`src/rtl/vga_sync_pkg.sv`:
```
// Shared VGA raster constants: 640x480@60 defaults, counter width, window helper.
// Latency: n/a (constants and a pure function only).
// Backpressure: n/a.
package vga_sync_pkg;

    // Position counters are 10 bits, so each axis total must not exceed 1024.
    localparam int CNT_W = 10;

    localparam int DEF_H_ACTIVE = 640;
    localparam int DEF_H_FRONT  = 16;
    localparam int DEF_H_SYNC   = 96;
    localparam int DEF_H_BACK   = 48;
    localparam int DEF_V_ACTIVE = 480;
    localparam int DEF_V_FRONT  = 10;
    localparam int DEF_V_SYNC   = 2;
    localparam int DEF_V_BACK   = 33;

    localparam int DEF_H_TOTAL = DEF_H_ACTIVE + DEF_H_FRONT + DEF_H_SYNC + DEF_H_BACK;
    localparam int DEF_V_TOTAL = DEF_V_ACTIVE + DEF_V_FRONT + DEF_V_SYNC + DEF_V_BACK;

    // Half-open window test [lo, hi); one extra bit so hi may equal 1024.
    function automatic logic in_window(input logic [CNT_W:0] v,
                                       input logic [CNT_W:0] lo,
                                       input logic [CNT_W:0] hi);
        return (v >= lo) && (v < hi);
    endfunction

endpackage

```
`src/rtl/vga_axis_counter.sv`:
```
// One raster axis: position counter with registered sync/active decode.
// Latency: one clock from en to updated cnt/sync/active; wrap is combinational from cnt.
// Backpressure: none; the counter holds whenever en is low.
module vga_axis_counter
    import vga_sync_pkg::*;
#(
    parameter int ACTIVE   = DEF_H_ACTIVE,
    parameter int FRONT    = DEF_H_FRONT,
    parameter int SYNC     = DEF_H_SYNC,
    parameter int BACK     = DEF_H_BACK,
    parameter bit SYNC_POL = 1'b0
) (
    input  logic             clock,
    input  logic             res,
    input  logic             en,
    output logic [CNT_W-1:0] cnt,
    output logic             sync,
    output logic             active,
    output logic             wrap
);

    localparam int TOTAL = ACTIVE + FRONT + SYNC + BACK;
    localparam logic [CNT_W-1:0] LAST     = CNT_W'(TOTAL - 1);
    localparam logic [CNT_W:0]   ACT_END  = (CNT_W+1)'(ACTIVE);
    localparam logic [CNT_W:0]   SYNC_BEG = (CNT_W+1)'(ACTIVE + FRONT);
    localparam logic [CNT_W:0]   SYNC_END = (CNT_W+1)'(ACTIVE + FRONT + SYNC);

    logic [CNT_W-1:0] cnt_nxt;
    logic [CNT_W:0]   cnt_ext;

    // The counter sits on its last value when the next advance wraps it to 0.
    assign wrap = (cnt == LAST);

    // Next position; the decode below works on it so outputs align with cnt.
    always_comb begin
        cnt_nxt = wrap ? '0 : cnt + 1'b1;
        cnt_ext = {1'b0, cnt_nxt};
    end

    // Reset parks the counter on its last value (blanking), so the first advance lands on 0.
    always_ff @(posedge clock) begin
        if (!res) begin
            cnt    <= LAST;
            sync   <= ~SYNC_POL;
            active <= 1'b0;
        end else if (en) begin
            cnt    <= cnt_nxt;
            sync   <= in_window(cnt_ext, SYNC_BEG, SYNC_END) ? SYNC_POL : ~SYNC_POL;
            active <= (cnt_ext < ACT_END);
        end
    end

endmodule

```
`src/rtl/vga_sync.sv`:
```
// VGA raster timing: x/y counters, hsync/vsync, video_on and start-of-frame from a pixel strobe.
// Latency: one clock from pix_en to all updated outputs.
// Backpressure: none; outputs hold while pix_en is low (frame_start drops to 0).
module vga_sync
    import vga_sync_pkg::*;
#(
    parameter int H_ACTIVE = DEF_H_ACTIVE,
    parameter int H_FRONT  = DEF_H_FRONT,
    parameter int H_SYNC   = DEF_H_SYNC,
    parameter int H_BACK   = DEF_H_BACK,
    parameter int V_ACTIVE = DEF_V_ACTIVE,
    parameter int V_FRONT  = DEF_V_FRONT,
    parameter int V_SYNC   = DEF_V_SYNC,
    parameter int V_BACK   = DEF_V_BACK,
    parameter bit SYNC_POL = 1'b0
) (
    input  logic             clock,
    input  logic             res,
    input  logic             pix_en,
    output logic             hsync,
    output logic             vsync,
    output logic             video_on,
    output logic [CNT_W-1:0] x,
    output logic [CNT_W-1:0] y,
    output logic             frame_start
);

    logic h_wrap;
    logic v_wrap;
    logic h_active;
    logic v_active;
    logic v_en;

    // The vertical axis steps only on the strobe that takes x from its last value to 0.
    assign v_en = pix_en && h_wrap;

    vga_axis_counter #(
        .ACTIVE   (H_ACTIVE),
        .FRONT    (H_FRONT),
        .SYNC     (H_SYNC),
        .BACK     (H_BACK),
        .SYNC_POL (SYNC_POL)
    ) u_h (
        .clock  (clock),
        .res    (res),
        .en     (pix_en),
        .cnt    (x),
        .sync   (hsync),
        .active (h_active),
        .wrap   (h_wrap)
    );

    vga_axis_counter #(
        .ACTIVE   (V_ACTIVE),
        .FRONT    (V_FRONT),
        .SYNC     (V_SYNC),
        .BACK     (V_BACK),
        .SYNC_POL (SYNC_POL)
    ) u_v (
        .clock  (clock),
        .res    (res),
        .en     (v_en),
        .cnt    (y),
        .sync   (vsync),
        .active (v_active),
        .wrap   (v_wrap)
    );

    // Both per-axis flags are flops updated on the same edge, so their AND stays aligned with x/y.
    assign video_on = h_active && v_active;

    // Pulse for the single clock on which both counters wrap into (0,0).
    always_ff @(posedge clock) begin
        if (!res) begin
            frame_start <= 1'b0;
        end else begin
            frame_start <= pix_en && h_wrap && v_wrap;
        end
    end

endmodule

```
`config.mk`:
```
export PLATFORM = sky130hd
export DESIGN_NAME = vga_sync
export DESIGN_NICKNAME = d
export VERILOG_FILES = /design/src/rtl/vga_sync_pkg.sv /design/src/rtl/vga_axis_counter.sv /design/src/rtl/vga_sync.sv
export SDC_FILE = /design/constraint.sdc
export NUM_CORES = 1
export LEC_CHECK = 0
export BUFFER_PORTS_ARGS = -buffer_cell sky130_fd_sc_hd__buf_2
export CAP_MARGIN = 10
export CORE_UTILIZATION = 30
export CTS_CLUSTER_SIZE = 24
export DETAILED_ROUTE_END_ITERATION = 6
export SLEW_MARGIN = 20
export SYNTH_ARGS = -nofsm -noshare
export SYNTH_HDL_FRONTEND = slang
export SYNTH_SLANG_ARGS = --single-unit
```
`constraint.sdc`:
```
create_clock -name clock -period 2.1 [get_ports clock]
set_clock_uncertainty 0.15 [all_clocks]
set_input_delay 0.42 -clock clock [delete_from_list [all_inputs] [get_ports clock]]
set_output_delay 0.42 -clock clock [all_outputs]
set_load 0.02 [all_outputs]
```
==> results.cfg <==
[power_and_ir_drop]
power.share.switching_pct = 35.8
switching_power_w = 0.000481
p_comb_share_pct = 36.4
internal-power_w = 0.000863
power_frac_seq_pct = 41.3
leakage_nw = 0.825
peakVddDrop_uv = 359
pwr_density_cell_nw_per_um2 = 695
clkPwrFrac_pct = 22.4

[yosys]
synth_edf_count = 0
synth_cells = 181
synth_flop_cell = dfxtp_1
yosys_warnings = 0
synth_seq_cells = 25
async_reset_ff_share_pct = 0
ys_seq_area_share_pct = 32.3
syn_nets = 188
syn_area_sq_um = 1550
syn_avg_cell_area_sq_um = 8.56
netlist-cell-type-count = 51

[routing]
drtPass1Iterations = 4
ant_nets = 0
totalWireLength_mm = 3.75
drtIter0Drc = 40
viasPerCell = 5.03
vias = 1460
drc_errors = 0
routedWlPerCell_microns = 12.9

[layout]
multi_input_area_sq_um = 963
area_delta_synth_final_pct = 24.7
mostFrequentLayoutCell = buf_2
final_cell_mix = buf_2 (26), buf_4 (23), dfxtp_1 (22)
seqCellArea_sq_um = 509
antenna_cells = 0
fill_cells = 504
num-nets-final = 231
layout-drive-gt1-share_pct = 31.8

[clocking]
clk_latency_ps = 270
root_buffer = clkbuf_8
cts_setup_buffers = 0
clk_pin_slew_ps = 90
cts_tree = done
htree_levels = 1
clock_path_buffers = 2
post_cts_resized = 0
numCtsBuffers = 3
cts.hold.buffers_added = 0
numClockSinks = 25

[global_routing]
first_global_vias = 1336
grt.overflow.total = 0
antenna_found_initial = 0
grt_pass1_wl_mm = 6.43
grt.total_usage_pct = 15.3
grt_max_degree = 19

[timing]
tns_ps = 0
rsz0062_at_grt = yes
finalCritPeriodShare_pct = 98.2
hold_viol = 0
setup_viol = 0
max_slew_margin_pct = 75.2
period_needed_ps = 2060
fmax_mhz = 485
layout_setup_ws_ps = 36.9
slew_viol_final = 0
worstMarginPinSlew_ps = 371

[critical_path]
reg2reg_depth = 6
crit_fanout = 6
cpPeakStageDelay_ps = 430
crit_type = reg -> reg
worst-path-stages = 6
crit_chain = ha_2 -> and4_4 -> nand4_4 -> or3_4 -> nor4_2 -> a21oi_1
worstPathArrival_ps = 2080
cp-end-kind = flip-flop
cp.required_ps = 2120
crit_slowest_cell = or3_4
crit_family = simple AND/OR/NAND/NOR gates
start_kind = flip-flop
path_buf_inv = 0

[die]
dieHeight_microns = 73.9
die_w_microns = 73.9
die-area_sq_um = 5460
io_pins = 27
initial_core_util_pct = 32.0
fp-row-count = 25
core_sq_um = 4850

[placed_design]
pre_cts_ws_ps = 48.8
dp_hpwl_mm = 2.83
port_buffers = 26
gp_congestion = 0.886

[worst_hold_path]
hold_path_class = reg -> reg
min_path_cells = 2

[job]
maxCapViolations = 0

[outcome]
status = completed
==> layer usage <==
metal	wire length [microns]	vias to the layer above	part of all wire (%)	global-route usage, %
met5	0	-	0	0
met4	42	0	1.1	5.77
met2	1730	21	46	24.1
li1	-	754	-	-
met1	1870	681	50	20.7
met3	112	4	3.0	2.88
==> area by class of cell <==
type,instances,area share [%]
Tap cell,67,4.34
Clock buffer,3,2.14
Multi-Input combinational cell,138,49.8
Inverter,7,1.36
Timing Repair Buffer,49,15.7
Clock inverter,1,0.324
Sequential cell,25,26.3
==> sequential cells by signal, indices dropped and copies added (netlist names) <==
| register | flops |
|---|---|
| u_v.sync | 1 |
| u_h.sync | 1 |
| u_h.cnt | 10 |
| u_h.active | 1 |
| u_v.cnt | 10 |
| u_v.active | 1 |
| frame_start | 1 |
==> cell families after synthesis <==
logic type | after synthesis | synth area share (%)
xor gates and xnor gates | 9 | 5.09
DFF | 25 | 32.3
muxes | 2 | 1.37
adders and majority gates | 4 | 3.23
and+or+nand+nor | 81 | 33.1
AOI/OAI and AO/OA | 42 | 17.7
buffers and inverters | 18 | 7.26
==> Yosys cell counts, drive strengths merged (2+ instances only) <==
cell type / count / area share, %
dfxtp: 25 / 32
nand2: 17 / 4.1
o21ai: 13 / 4.2
and2: 9 / 3.6
and3: 9 / 3.9
buf: 9 / 5.1
nand3: 9 / 2.9
inv: 7 / 1.7
xnor2: 7 / 4.0
a21oi: 5 / 1.6
a31oi: 5 / 2.0
nand4: 5 / 3.0
nor2: 5 / 1.2
nor3: 5 / 1.9
and4: 4 / 2.3
ha: 4 / 3.2
o21a: 4 / 1.9
or4: 4 / 1.9
nand2b: 3 / 2.2
nor4: 3 / 1.2
a21boi: 2 / 0.97
a22o: 2 / 1.2
clkbuf: 2 / 0.48
nor2b: 2 / 0.81
o211ai: 2 / 0.97
o311ai: 2 / 1.1
xor2: 2 / 1.1
==> worst reg2reg max path, stage by stage (launching register included) <==
cell,delay (ps)
dfxtp_4,360
ha_2,200
and4_4,270
nand4_4,140
or3_4,430
nor4_2,310
a21oi_1,100
==> metrics by stage <==
stage | cells | utilization [%] | power, W | hold slack [ps] | instance area [sq um]
global placement | 286 | 38.4 | 0.00104 | 293 | 1860
floorplan | 181 | - | 0.000908 | 279 | 1560
CTS | 290 | 39.4 | 0.00135 | 305 | 1910
detailed placement | 286 | 38.4 | 0.00104 | 297 | 1860
global route | 290 | 39.9 | 0.00144 | 313 | 1930
finish | 290 | 39.9 | 0.00134 | 307 | 1930
==> worst paths after layout <==
path,start,to,slack [ps]
hold / removal,u_v.active$_SDFFE_PN0P_,u_v.active$_SDFFE_PN0P_,310
setup / recovery,u_h.cnt[0]$_SDFFE_PN1P_,u_v.sync$_SDFFE_PN1P_,40
setup reg to reg,u_h.cnt[0]$_SDFFE_PN1P_,u_v.sync$_SDFFE_PN1P_,40
hold reg to reg,u_v.active$_SDFFE_PN0P_,u_v.active$_SDFFE_PN0P_,310
==> power groups by stage <==
stage	logic, W	registers (W)	clock network, W
2_1_floorplan	0.000301	0.000607	0
3_3_place_gp	0.000475	0.000565	0
3_5_place_dp	0.000478	0.000565	0
4_1_cts	0.000480	0.000555	0.000312
5_1_grt	0.000543	0.000563	0.000332
6_report	0.000489	0.000555	0.000301
Note: power is estimated with default switching activity, not from simulation.
